==> config.mk <==
export PLATFORM = sky130hd
export DESIGN_NAME = spm_arbiter
export DESIGN_NICKNAME = d
export VERILOG_FILES = /design/src/rtl/spm_arbiter.sv
export SDC_FILE = /design/constraint.sdc
export NUM_CORES = 1
export LEC_CHECK = 0
export BUFFER_PORTS_ARGS = -buffer_cell sky130_fd_sc_hd__buf_2
export CORE_AREA = 2 2 102 104
export CTS_CLUSTER_DIAMETER = 60
export DETAILED_ROUTE_END_ITERATION = 10
export DIE_AREA = 0 0 104 106
export GPL_TIMING_DRIVEN = 1
export SYNTH_ARGS = -nofsm -noshare
export SYNTH_HDL_FRONTEND = slang
export SYNTH_SLANG_ARGS = --single-unit
==> constraint.sdc <==
create_clock -name clk -period 1.99 [get_ports clk]
set_clock_uncertainty 0.2 [all_clocks]
set_input_delay 0 -clock clk [delete_from_list [all_inputs] [get_ports clk]]
set_output_delay 0 -clock clk [all_outputs]
set_load 0.02 [all_outputs]
==> src/rtl/spm_arbiter.sv <==
// Arbitrates the IF fetch port and MEM load/store port onto one synchronous-read SPM bus.
// Latency: grant is combinational; read data/valid returns exactly one cycle after grant.
// Backpressure: the loser of a cycle sees *_busy high; MEM wins unless IF has waited MEM_BURST_MAX grants.
module spm_arbiter #(
    parameter int unsigned MEM_BURST_MAX = 4  // legal range 1..7
) (
    input  logic        clk,
    input  logic        reset,
    input  logic [29:0] if_spm_addr,
    input  logic        if_spm_as_,
    input  logic        if_flush,
    output logic [31:0] if_spm_rd_data,
    output logic        if_rd_valid,
    output logic        if_busy,
    input  logic [29:0] mem_spm_addr,
    input  logic        mem_spm_as_,
    input  logic        mem_spm_rw,
    input  logic [31:0] mem_spm_wr_data,
    output logic [31:0] mem_spm_rd_data,
    output logic        mem_rd_valid,
    output logic        mem_busy,
    output logic [29:0] spm_addr,
    output logic        spm_as_,
    output logic        spm_rw,
    output logic [31:0] spm_wr_data,
    input  logic [31:0] spm_rd_data
);

    localparam logic        ENABLE_   = 1'b0;
    localparam logic        DISABLE_  = 1'b1;
    localparam logic        READ      = 1'b1;
    localparam logic [31:0] ISA_NOP   = 32'h0000_0000;
    localparam logic [2:0]  BURST_MAX = 3'(MEM_BURST_MAX);

    typedef enum logic [1:0] {OWN_IDLE, OWN_IF, OWN_MEM} owner_t;

    owner_t     rd_owner, rd_owner_nxt;
    logic [2:0] starve_cnt, starve_cnt_nxt;
    logic       if_req, mem_req, if_prio, grant_if, grant_mem;

    assign if_req    = (if_spm_as_ == ENABLE_);
    assign mem_req   = (mem_spm_as_ == ENABLE_);
    // IF only jumps the queue once it has lost BURST_MAX consecutive contended cycles.
    assign if_prio   = if_req && mem_req && (starve_cnt == BURST_MAX);
    assign grant_mem = mem_req && !if_prio;
    assign grant_if  = if_req && !grant_mem;

    always_ff @(posedge clk or negedge reset) begin
        if (!reset) begin
            rd_owner   <= OWN_IDLE;
            starve_cnt <= 3'd0;
        end else begin
            rd_owner   <= rd_owner_nxt;
            starve_cnt <= starve_cnt_nxt;
        end
    end

    always_comb begin
        rd_owner_nxt    = OWN_IDLE;
        starve_cnt_nxt  = 3'd0;
        spm_as_         = DISABLE_;
        spm_addr        = '0;
        spm_rw          = READ;
        spm_wr_data     = '0;
        if_busy         = if_req && !grant_if;
        mem_busy        = mem_req && !grant_mem;
        if_rd_valid     = (rd_owner == OWN_IF) && !if_flush;
        mem_rd_valid    = (rd_owner == OWN_MEM);
        if_spm_rd_data  = ISA_NOP;
        mem_spm_rd_data = '0;

        if (grant_mem) begin
            spm_as_     = ENABLE_;
            spm_addr    = mem_spm_addr;
            spm_rw      = mem_spm_rw;
            spm_wr_data = mem_spm_wr_data;
            if (mem_spm_rw == READ) begin
                rd_owner_nxt = OWN_MEM;
            end
        end else if (grant_if) begin
            spm_as_      = ENABLE_;
            spm_addr     = if_spm_addr;
            rd_owner_nxt = OWN_IF;
        end

        if (grant_mem && if_req) begin
            starve_cnt_nxt = (starve_cnt == BURST_MAX) ? starve_cnt : starve_cnt + 3'd1;
        end

        if (if_rd_valid) begin
            if_spm_rd_data = spm_rd_data;
        end
        if (mem_rd_valid) begin
            mem_spm_rd_data = spm_rd_data;
        end
    end

endmodule

### After elaboration in Yosys (flattened, before gate mapping)

Cells that the tools add are included.

* output and inout port bits: 132
* logic and storage cells: 34
* memory bits (writable): 0
* flip-flop bits (word level): 5
* bits in latches: 0
* memory bits (read-only): 0
* memories kept: 0

* bitwise operators: 2
* multiply operators: 0
* equality and inequality tests: 4
* multiplexer cells: 13
* divide/modulo/power cells: 0
* $lt $le $gt $ge: 0
* shifts and indexed selects: 0
* $add $sub $neg: 1
* reductions and logical operators: 12

Operator list (number)
* 32-bit 2-to-1 mux: 3
* 30-bit 2-to-1 mux: 2
* 1-bit logical AND: 8
* 3-bit 2-to-1 mux: 2
* 1-bit zero test: 4
* 1-bit 2-to-1 mux: 4
* 2-bit 2-to-1 mux: 2
* 3-bit by 1-bit adder with 3-bit output, second input constant: 1
* 3-bit == test, second input constant: 1
* 2-bit by 1-bit == test with 1-bit output, second input constant: 1
* 2-bit == test, second input constant: 1
* 2-bit != test, second input constant: 1
* 1-bit NOT: 2

### Depth between registers and ports, before layout

* word-level depth: 9
* gate-level depth with buffers: 6
* depth with buffers taken out: 4

### Worst setup path before layout

Ideal clock, no wire load.

* kind: register to register
* from: reg starve_cnt[0]
* to: reg starve_cnt[0]
* data required time: 1.721 ns
* cell stages (with the launch flop): 5
* slack: 0.258 ns
* clock period less this slack: 1.732 ns
* data arrival time: 1.464 ns
* cell sequence: dfrtp_1 -> inv_1 -> ha_1 -> a211oi_1 -> and2_1

* cells in the longest elaborated chain, start to end: 6

Ends and longest elaborated chain
* start: declaration: RTL line 38 `logic [2:0] starve_cnt, starve_cnt_nxt;`
* start signal: assignment: RTL line 54 `starve_cnt <= starve_cnt_nxt;`
* parallel branches: the longest is 6 deep, another holds 3-bit by 1-bit adder with 3-bit output

Parallel ways; which one is timed is not known. The select of a mux whose other input is x is not followed.
A chain may end at the register's enable or synchronous reset.

### Final worst setup path

* from: reg starve_cnt[0]
* to: out spm_addr[24]

* cells in the longest elaborated chain, start to end: 8

Ends and longest elaborated chain
* 3-bit == test (*): RTL line 44 `assign if_prio = if_req && mem_req && (starve_cnt == BURST_MAX);`
* 1-bit logical AND (*): RTL line 44
* 1-bit zero test (*): RTL line 45 `assign grant_mem = mem_req && !if_prio;`
* 1-bit logical AND (*): RTL line 45
* 1-bit zero test: RTL line 46 `assign grant_if = if_req && !grant_mem;`
* 1-bit logical AND: RTL line 46
* 30-bit 2-to-1 mux: RTL line 80 `end else if (grant_if) begin`
* 30-bit 2-to-1 mux (*): RTL line 72 `if (grant_mem) begin`
* end: declaration: RTL line 22 `output logic [29:0] spm_addr,`

Every way passes the cells marked *; elsewhere a longest branch is shown, timed or not.

==> impl_metrics.py <==
metrics = {
    "outcome": {
        "status": "finished clean",
    },
    "synthesis": {
        "synth_top_area_share_pct": 23.66,
        "synth_area_leaders": "and2_1 24%, nor3b_2 22%, o32ai_1 15%, nand2b_1 11%, dfrtp_1 7.1%",
        "synth_ff_type": "dfrtp_1",
        "synth_common_cells": "67 x and2_1, 32 x inv_1, 31 x nand2b_1, 31 x nor3b_2, 30 x o32ai_1",
        "synth_area_mm2": 0.001772,
        "yosysSeqAreaShare_pct": 7.062,
        "synth_most_common_cell": "and2_1",
        "synthesis.nets": 370,
        "async_reset_ff_share_pct": 100.0,
        "synth_area_per_cell_um2": 7.444,
        "synth_cell_types": 21,
        "ys_ff_latch": 5,
        "synth_edf_count": 0,
        "yosys.area.top_type": "and2_1",
        "netlist_instances": 238,
        "yosys_warnings": 0,
    },
    "global_route": {
        "grt_pass1_vias": 2388,
        "grt_pass1_wl_um": 11920,
        "gr-usage-all-layers_pct": 13.42,
        "grt.overflow.total": 0,
        "grt_max_degree": 47,
        "antenna_found_initial": 1,
    },
    "hold_path": {
        "holdPathStages": 3,
        "hp-class": "primary input to register",
    },
    "setup_path": {
        "crit_required_ns": 1.79,
        "critPathArrivalTime_ns": 1.71,
        "reg2reg_depth": 5,
        "slowest_delay_ns": 0.37,
        "worstPathCellList": "inv_1 > ha_2 > and3b_4 > clkbuf_16 > o32ai_1 > buf_2",
        "crit_fanout": 10,
        "critical_path_class": "register to primary output",
        "critPathBufInv": 3,
        "startpoint_type": "register",
        "cp.depth": 6,
        "cp_top_family": "buffers and inverters",
        "end_kind": "primary output",
        "critPathSlowestCell": "dfrtp_1",
        "r2r_slack_ns": 0.36,
    },
    "clock_tree": {
        "cts_tree": "done",
        "clock_latency_ns": 0.22,
        "clock_sinks": 5,
        "htreeDepth": 1,
        "clockBufferDepth": 2,
        "clock-root-buffer": "clkbuf_8",
        "numCtsBuffers": 3,
        "clkTransAtPathRegs_ns": 0.04,
    },
    "sta": {
        "finalSetupViolations": 0,
        "fin_hold_ws_ns": 0.09846,
        "rsz0062_at_grt": "no",
        "fmax_mhz": 522.6,
        "fin_crit_ns": 1.913,
        "drv_slew": 0,
        "finalCritPeriodShare_pct": 96.15,
        "hold_viol": 0,
        "slew_headroom_pct": 74.45,
        "worst_slew_pin_slew_ns": 0.3833,
        "setup_tns_ns": 0,
    },
    "die": {
        "dieArea_mm2": 0.01102,
        "die_h_um": 106,
        "core_area_mm2": 0.01000,
        "io_pins": 262,
        "die_w_um": 104,
        "start_util_pct": 17.72,
        "rows": 37,
    },
    "routing": {
        "vias": 2688,
        "drtPass1Iterations": 4,
        "ant_nets": 0,
        "drt_iter0_markers": 121,
        "route.detailed.drc": 0,
        "wirelength_um": 8580,
        "wl_per_cell_um": 13.64,
        "via_per_inst": 4.273,
    },
    "placement": {
        "routabilityCongestion": 0.8233,
        "post-dp-hpwl_um": 6923,
        "port_buffers": 261,
    },
    "power_and_ir_drop": {
        "p_leak_nw": 1.990,
        "p_per_area_mw_per_mm2": 278.0,
        "total_power_mw": 0.9383,
        "ir_drop_v": 0.0001192,
    },
    "finish": {
        "nets": 625,
        "syn2layout_area_growth_pct": 90.54,
        "drive_gt1_share_pct": 63.82,
    },
    "job": {
        "max-cap-violations": 0,
    },
}
-- layout by cell type (no fill, tap or decap), types with 3 or more instances in the layout --
master         Yosys  final
inv_1             32     32
buf_2              5    260
nor3b_2           31     30
buf_4              4      7
nand2b_1          31     31
clkbuf_8           0      3
o32ai_1           30     28
dfrtp_1            5      5
and2_1            67     67
dlygate4sd3_1      0      3
nor3b_1            3      3
buf_6              4      3
-- cell families after synthesis --
family,count (synthesis),share of synthesized area (%)
simple gates,139,60.17
buf+inv,59,15.40
flops,5,7.062
compound gates,33,15.96
fa+ha+maj,2,1.412
-- tightest hold or removal path: stages --
cell and delay, ns:
buf_2 0.11, buf_4 0.24, nor2_1 0.13
-- area by class of cell --
class | count | area, um2
Fill cell | 1064 | 6624
Timing Repair Buffer | 277 | 1508
Multi-Input combinational cell | 174 | 1405
Tap cell | 136 | 170.2
Sequential cell | 5 | 125.1
Inverter | 32 | 120.1
Clock buffer | 4 | 45.04
Antenna cell | 1 | 2.502
-- metrics by stage --
| stage | instance area, um2 | cells | util (%) | setup WS [ns] |
|---|---|---|---|---|
| 6_report | 3376 | 629 | 33.76 | 0.07663 |
| 5_1_grt | 3376 | 629 | 33.76 | 0.001864 |
| 4_1_cts | 3288 | 625 | 32.88 | 0.001577 |
| 3_5_place_dp | 3186 | 616 | 31.86 | 0.1983 |
| 3_3_place_gp | 3186 | 616 | 31.86 | 0.2823 |
| 2_1_floorplan | 1772 | 238 | - | 0.2575 |
-- final timing paths --
| check | from | endpoint |
|---|---|---|
| max in group asynchronous | reset | starve_cnt[2] |
| min | if_spm_as_ | rd_owner[0] |
| max | starve_cnt[0] | spm_addr[24] |
| min in group asynchronous | reset | starve_cnt[0] |
| min reg2reg | starve_cnt[0] | starve_cnt[0] |
| max reg2reg | starve_cnt[0] | rd_owner[1] |
-- what timing repair did --
action	4_1_cts	5_1_grt
gates cloned	0	3
pin swaps	1	0
setup endpoints to repair	35	51
hold buffers	3	0
buffers inserted	2	0
hold endpoints to repair	6	0
resized for setup	3	5
-- layer usage --
layer / vias up / wire (um) / global-route usage, %
met5: - / 0 / 0
met4: 0 / 109 / 4.151
met3: 8 / 712 / 4.047
met2: 159 / 4660 / 25.52
met1: 1223 / 3097 / 14.15
li1: 1298 / - / -
-- report_power, final --
| part | internal, mW | switching (mW) |
|---|---|---|
| sequential | 0.106 | 0.00244 |
| clock | 0.138 | 0.0531 |
| combinational | 0.280 | 0.358 |
| total | 0.525 | 0.414 |
-- state kept, by name (all words and copies together), names as in the netlist --
name	count
starve_cnt	3
rd_owner	2
Power figures use the tool's default switching activity.
